### config.mk
export PLATFORM = sky130hd
export DESIGN_NAME = servo_pwm
export DESIGN_NICKNAME = d
export VERILOG_FILES = /design/src/rtl/servo_pwm.sv
export SDC_FILE = /design/constraint.sdc
export NUM_CORES = 1
export LEC_CHECK = 0
export CORE_MARGIN = 3
export CORE_UTILIZATION = 30
export DETAILED_ROUTE_END_ITERATION = 8
export SYNTH_ARGS = -nofsm -noshare
export SYNTH_HDL_FRONTEND = slang
export SYNTH_SLANG_ARGS = --single-unit
### constraint.sdc
create_clock -name clk -period 3.7 [get_ports clk]
set_input_delay 0.74 -clock clk [delete_from_list [all_inputs] [get_ports clk]]
set_output_delay 0.74 -clock clk [all_outputs]
set_load 0.01 [all_outputs]
### src/rtl/servo_pwm.sv
// -----------------------------------------------------------------------------
// servo_pwm -- multi-channel RC servo pulse generator
//
// A prescaler divides clk into PWM ticks; a frame counter counts ticks per
// frame. Each channel emits one pulse per frame, 256..511 ticks wide
// (1 ms .. ~2 ms at the nominal clock). The pulse width is taken from a shadow
// register that loads pos_in only at the frame boundary, so changes to pos_in
// never produce runt or stretched pulses. All channels rise together.
//
// Optional feature: define SERVO_PWM_LIMIT_EN to clamp each loaded position
// to [POS_MIN, POS_MAX]. With the macro undefined, positions load unmodified.
//
// Parameters:
//   NUM_SERVOS  - number of channels
//   TICK_DIV    - clk cycles per PWM tick
//   FRAME_TICKS - ticks per frame (must be > 511)
//   POS_MIN     - lower clamp limit (SERVO_PWM_LIMIT_EN only)
//   POS_MAX     - upper clamp limit (SERVO_PWM_LIMIT_EN only)
//
// Ports:
//   clk         in   1             rising-edge clock
//   rst         in   1             synchronous active-high reset
//   pos_in      in   8*NUM_SERVOS  positions, channel i in [8i+7:8i]
//   pwm_out     out  NUM_SERVOS    registered servo pulses
//   frame_start out  1             registered one-clk frame boundary pulse
// -----------------------------------------------------------------------------
module servo_pwm #(
    parameter int NUM_SERVOS  = 1,
    parameter int TICK_DIV    = 250,
    parameter int FRAME_TICKS = 5120,
    parameter int POS_MIN     = 0,
    parameter int POS_MAX     = 255
) (
    input  logic                    clk,
    input  logic                    rst,
    input  logic [8*NUM_SERVOS-1:0] pos_in,
    output logic [NUM_SERVOS-1:0]   pwm_out,
    output logic                    frame_start
);

    localparam int PRE_W = (TICK_DIV > 1) ? $clog2(TICK_DIV) : 1;
    localparam int FC_W  = $clog2(FRAME_TICKS);

    localparam logic [PRE_W-1:0] PRE_LAST = PRE_W'(TICK_DIV - 1);
    localparam logic [FC_W-1:0]  FC_LAST  = FC_W'(FRAME_TICKS - 1);
    localparam logic [7:0]       POS_LO   = 8'(POS_MIN);
    localparam logic [7:0]       POS_HI   = 8'(POS_MAX);
    localparam logic [7:0]       POS_RST  = 8'd127;

    // Saturate a position into [POS_LO, POS_HI].
    function automatic logic [7:0] clamp_pos(input logic [7:0] p);
        logic [7:0] r;
        r = p;
        if (r < POS_LO) r = POS_LO;
        if (r > POS_HI) r = POS_HI;
        return r;
    endfunction

    // Value that enters the shadow register for one channel.
    function automatic logic [7:0] load_pos(input logic [7:0] p);
`ifdef SERVO_PWM_LIMIT_EN
        return clamp_pos(p);
`else
        return p;
`endif
    endfunction

    logic [PRE_W-1:0]          pre_q, pre_d;
    logic [FC_W-1:0]           fc_q, fc_d;
    logic [8*NUM_SERVOS-1:0]   shd_q, shd_d;
    logic [NUM_SERVOS-1:0]     pwm_out_q, pwm_out_d;
    logic                      wrap_q, wrap_d;
    logic                      frame_start_q, frame_start_d;

    logic                      tick;
    logic                      fc_last;
    logic [FC_W-1:0]           thr;

    always_comb begin
        tick    = (pre_q == PRE_LAST);
        fc_last = (fc_q == FC_LAST);

        pre_d = tick ? '0 : pre_q + PRE_W'(1);

        fc_d = fc_q;
        if (tick) begin
            fc_d = fc_last ? '0 : fc_q + FC_W'(1);
        end

        // Shadow registers change only at the frame boundary, all channels at once.
        shd_d = shd_q;
        if (tick && fc_last) begin
            for (int i = 0; i < NUM_SERVOS; i++) begin
                shd_d[8*i +: 8] = load_pos(pos_in[8*i +: 8]);
            end
        end

        // Threshold 256 + shd is simply {1, shd}: a 9-bit value that cannot overflow.
        thr = '0;
        pwm_out_d = '0;
        for (int i = 0; i < NUM_SERVOS; i++) begin
            thr = {{(FC_W-9){1'b0}}, 1'b1, shd_q[8*i +: 8]};
            pwm_out_d[i] = (fc_q < thr);
        end

        // wrap_q marks the cycle where fc has just become 0; frame_start is
        // registered from it so it lines up with the pulse rising edges.
        wrap_d        = tick && fc_last;
        frame_start_d = wrap_q;
    end

    always_ff @(posedge clk) begin
        if (rst) begin
            pre_q         <= '0;
            fc_q          <= '0;
            shd_q         <= {NUM_SERVOS{POS_RST}};
            pwm_out_q     <= '0;
            wrap_q        <= 1'b0;
            frame_start_q <= 1'b0;
        end else begin
            pre_q         <= pre_d;
            fc_q          <= fc_d;
            shd_q         <= shd_d;
            pwm_out_q     <= pwm_out_d;
            wrap_q        <= wrap_d;
            frame_start_q <= frame_start_d;
        end
    end

    assign pwm_out     = pwm_out_q;
    assign frame_start = frame_start_q;

endmodule

# Yosys cells after proc, flatten, opt, wreduce, memory -nomap -nowiden
# Index checks and enable logic that the tools add are counted.
# word_totals
elab_cells	14
output_inout_bits	2
ff_bits	32
inputBits	10
# op_classes
magnitude_cmp	1
eq_ne	2
addsub	2
n_reduce_logical	2
muxes	1
# ops
operator	count
$add A13 B1 Y13 const B	1
$eq A13 B13 Y1 const B	1
$lt A13 B9 Y1	1
$mux W13	1
$add A8 B1 Y8 const B	1
$eq A8 B8 Y1 const B	1
$reduce_or A2 Y1	1
$logic_and A1 B1 Y1	1

# Longest topological paths before layout
# logic_depth
ltp_word	2
ltp_mapped	7

# Least setup slack after synthesis
# OpenSTA, ideal clock, no wires.
# synth_path
kind	register -> register
startpoint	register fc_q[0]
endpoint	register shd_q[0]
path_slack_ns	1.960
path_stages_with_launch	7
t_arrival_ns	1.623
cell_sequence	dfxtp_1 -> ha_1 -> nand4_1 -> or4_4 -> nand2b_4 -> buf_6 -> o22a_1
# synth_via
elab_chain_cells	2
# synth_rtl
element	line_no	source
start, declared	69	logic [FC_W-1:0] fc_q, fc_d;
start signal, assigned	115	fc_q <= '0;
start signal, assigned	122	fc_q <= fc_d;
$eq A13 B13 Y1	81	fc_last = (fc_q == FC_LAST);
$logic_and A1 B1 Y1	92	if (tick && fc_last) begin
end signal, assigned	116	shd_q <= {NUM_SERVOS{POS_RST}};
end, declared	70	logic [8*NUM_SERVOS-1:0] shd_q, shd_d;
# No other way between the ends.
# A chain may end at the register's enable or synchronous reset.

==> run summary <==
The run finished with clean final reports. Measured in cells, the most critical reg-to-reg path has a length of 4. Once the floorplan was initialized, standard cells occupied 31.30% of the core.

Before CTS, the worst setup slack after placement is 1.263 ns. The worst path in the final design needs a cycle of 2.153 ns, including I/O delays and setup. The count of buffers added on input and output ports is 11.

For the pin count of the biggest net entering global routing, the log shows 16. Summed over all failing endpoints, the final setup total negative slack is 0 ns. The number of endpoints failing setup at the final stage came out at 0.

The dominant cell type by area after synthesis is sky130_fd_sc_hd__dfxtp_1. From bottom edge to top edge, the die measures 79.24 µm. The arrival time at the worst endpoint came out at 2.33 ns.

The H-tree was split into 2 levels. The critical path buffer and inverter count was 1; the required time of the worst setup path was 3.87 ns. The synthesized area per cell was 9.142 µm²; the worst IR drop on VDD was 0.0002358 V. The worst hold path belongs to the class reg2reg.

12 I/O pins were placed. Post-synthesis register bit count: 32. The tree is rooted in a sky130_fd_sc_hd__clkbuf_8. The clock-pin slew reported for the worst setup and hold paths after clock tree synthesis came out at 0.07 ns. The fraction of final layout cells sized beyond drive strength 1 works out to 8.995%. In this run the post-CTS setup repair buffer count came out at 0.

Measured against its own limit, the worst slew margin works out to 65.83%. Counting flops with a built-in enable in the synthesized netlist gives 0. The post-synthesis instance area is 1609 µm². The number of clock buffers added by TritonCTS is 5.

The remaining routing DRC violations was 0; the synthesized instance count was 176. The pre-antenna-repair detailed-routing pass consisted of 4 iterations. Detailed placement ended at an HPWL of 2.167 mm. For this run the aggregate overflow at the end of global routing stands at 0. TritonCTS built the clock tree.

The global-route wire length before repair came out at 5.106 mm. After synthesis, the cell types taking the most area are sky130_fd_sc_hd__dfxtp_1, sky130_fd_sc_hd__ha_1, sky130_fd_sc_hd__nor2_1. The endpoint class of the critical path was a register. In this run the remaining antenna-violating nets after routing total 0.

The cell depth of the worst hold path works out to 1. The slew at the pin with the worst max-slew slack came out at 0.5110 ns. Derived from the worst setup path, the maximum achievable clock frequency is 0.4644 GHz.

The initial antenna violation count is 0, and the total power is 706.1 µW. The leakage power was 0.7232 nW. The final RePlAce weighted congestion is 0.7279, and the number of resized instances in the post-cts repair step is 0. Relative to the synthesized area, the layout overhead comes to 16.17%. The final design utilization is 36.37%, and the total inserted antenna cells is 0. Sequential cells were found to cover 39.81% of the synthesized design area. The primary flip-flop cell chosen by synthesis mapping is sky130_fd_sc_hd__dfxtp_1. After synthesis, the largest area contributor takes up 39.81% of total cell area. Walking the worst path, the cells encountered are clkdlybuf4s50_1 > nor4_1 > nand2b_4 > o22a_1. Counting every sink on the clock net gives 32. The final number of max-transition violations is 0, and the part of the cycle the worst path needs is 58.20%. In this run, the number of DRC markers left after iteration 0 of detailed routing was 25. The number of global-route vias before repair was 1128.

Counting every net in the synthesized netlist gives 196. Yosys mapped the design onto 40 distinct sky130hd cell types. Between clock sinks in the finished design, the worst skew comes to 0.008304 ns.

For the hold buffer count at cts, the log shows 0. STA classifies the critical path startpoint as an input pin. After floorplanning, the core was sized to cover 5140 µm².

The via density per instance was 4.637. The area enclosed by the die boundary came out at 6278 µm². In this run the power density over the cells is 377.7 nW/µm².

In the post-route analysis, the smallest setup slack over all paths is 1.547 ns. The number of nets in the layout is 208. The maximum clock path buffer count is 2, and the number of failing hold endpoints at the final stage is 0. The final design area excluding fillers came out at 1869 µm².

Of all nets on the critical path, the largest fanout is 15. The logs give 1762 µm² for the total cell area at the placement stage and 0 for the synthesis warning total. Across all layers, the routed design uses 1201 vias. The clock reaches the later pin of the worst-skew pair after 0.28 ns.

After detailed routing, the average wire length per cell comes to 11.47 µm. Setup repair after global routing left no endpoint under its margin. The share of synthesized flip-flops with an asynchronous set or reset came out at 0%.

The critical path crosses 4 cells after its start point. The worst setup path is of the in2reg kind. The tools report the overall routed net length as 2.972 mm. The x dimension of the die was 79.24 µm. Broken down by cell family, the worst path's largest delay share belongs to simple AND/OR/NAND/NOR gates. The initialized floorplan defines 26 standard-cell rows. Max-cap violations in this run came to 0. The slowest stage of the critical path is the sky130_fd_sc_hd__clkdlybuf4s50_1 cell. Global routing used 10.38% of the available tracks.

The delay contributed by the slowest stage of the critical path works out to 0.67 ns.
==> layout by cell type, fill, tap and decap left out, drive strengths merged <==
| cell | Yosys | layout |
|---|---|---|
| a2111oi | 1 | 1 |
| a211o | 1 | 1 |
| a211oi | 1 | 1 |
| a21oi | 4 | 4 |
| a31oi | 1 | 1 |
| and3 | 2 | 2 |
| bufinv | 0 | 1 |
| clkbuf | 3 | 6 |
| clkdlybuf4s50 | 0 | 11 |
| clkinv | 0 | 1 |
| dfxtp | 32 | 32 |
| ha | 10 | 10 |
| inv | 12 | 12 |
| mux2i | 3 | 3 |
| nand2 | 13 | 13 |
| nand2b | 3 | 3 |
| nand3 | 8 | 8 |
| nand3b | 2 | 2 |
| nand4 | 4 | 4 |
| nand4b | 1 | 1 |
| nor2 | 28 | 28 |
| nor2b | 1 | 1 |
| nor3 | 5 | 5 |
| nor4 | 6 | 6 |
| o21ai | 3 | 3 |
| o21bai | 2 | 2 |
| o22a | 7 | 7 |
| o22ai | 2 | 2 |
| o32ai | 1 | 1 |
| or2 | 1 | 1 |
| or3 | 1 | 1 |
| or4 | 2 | 2 |
| xnor2 | 10 | 10 |
| xor2 | 3 | 3 |
==> path summary, 6_finish.rpt <==
check / endpoint / slack [ns] / from
min reg2reg: frame_start / 0.45 / frame_start_d
max: shd_q[6] / 1.55 / rst
min: frame_start / 0.45 / frame_start_d
max reg2reg: shd_q[7] / 1.74 / pre_q[3]
==> final cells by class <==
type	instances	area, µm²
fill	566	3271
clock buffer	6	72.57
sequential	32	640.6
tap	70	87.58
multi-input combinational	126	878.3
inverter	12	45.04
clock inverter	2	35.03
timing repair buffer	11	110.1
==> worst register-to-register path, stage by stage, from the launching register on <==
cell and delay, ns:
sky130_fd_sc_hd__dfxtp_1 0.42, sky130_fd_sc_hd__nand4_2 0.34, sky130_fd_sc_hd__or3_1 0.57, sky130_fd_sc_hd__o21bai_4 0.38
sky130_fd_sc_hd__o22ai_1 0.13
==> cell families (layout without fill, tap and decap cells) <==
logic type | Yosys count | after routing | share of synthesized area [%]
xor+xnor | 13 | 13 | 7.076
flops | 32 | 32 | 39.81
compound gates | 23 | 23 | 11.28
simple gates | 77 | 77 | 26.59
fa+ha+maj | 10 | 10 | 7.776
mux | 3 | 3 | 1.866
buf+inv | 18 | 31 | 5.598
==> per-layer routing <==
metal	GRT usage (%)	vias to the layer above	routed length (µm)	share of wire [%]
li1	-	639	-	-
met1	12.73	545	1478	50
met2	16.75	11	1334	45
met3	3.288	6	107	3.6
met4	4.296	0	51	1.7
met5	0	-	0	0
==> synth_stat cells, drive strengths merged, types with 2 or more instances <==
| library cell | n |
|---|---|
| a21oi | 4 |
| and3 | 2 |
| buf | 3 |
| clkbuf | 3 |
| dfxtp | 32 |
| ha | 10 |
| inv | 12 |
| mux2i | 3 |
| nand2 | 13 |
| nand2b | 3 |
| nand3 | 8 |
| nand3b | 2 |
| nand4 | 4 |
| nor2 | 28 |
| nor3 | 5 |
| nor4 | 6 |
| o21ai | 3 |
| o21bai | 2 |
| o22a | 7 |
| o22ai | 2 |
| or4 | 2 |
| xnor2 | 10 |
| xor2 | 3 |
==> where the power goes <==
part	total (mW)	switching, mW	internal (mW)	leakage (nW)
Clock	0.327	0.128	0.200	0.0552
Combinational	0.0278	0.0119	0.0159	0.409
Sequential	0.351	0.00302	0.348	0.259
Total	0.706	0.143	0.563	0.723
==> metrics by stage <==
step / hold WS, ns / instances
final: 0.4488 / 259
after global routing: 0.4669 / 259
after CTS: 0.4534 / 259
after detailed placement: 0.4374 / 251
after global placement: 0.4257 / 251
after floorplan: 0.4138 / 176
==> state kept, by name, indices dropped and copies added (netlist names) <==
signal,count
frame_start_d,1
pwm_out,1
shd_q,8
frame_start,1
pre_q,8
fc_q,13
Note: power is estimated with default switching activity, not from simulation.
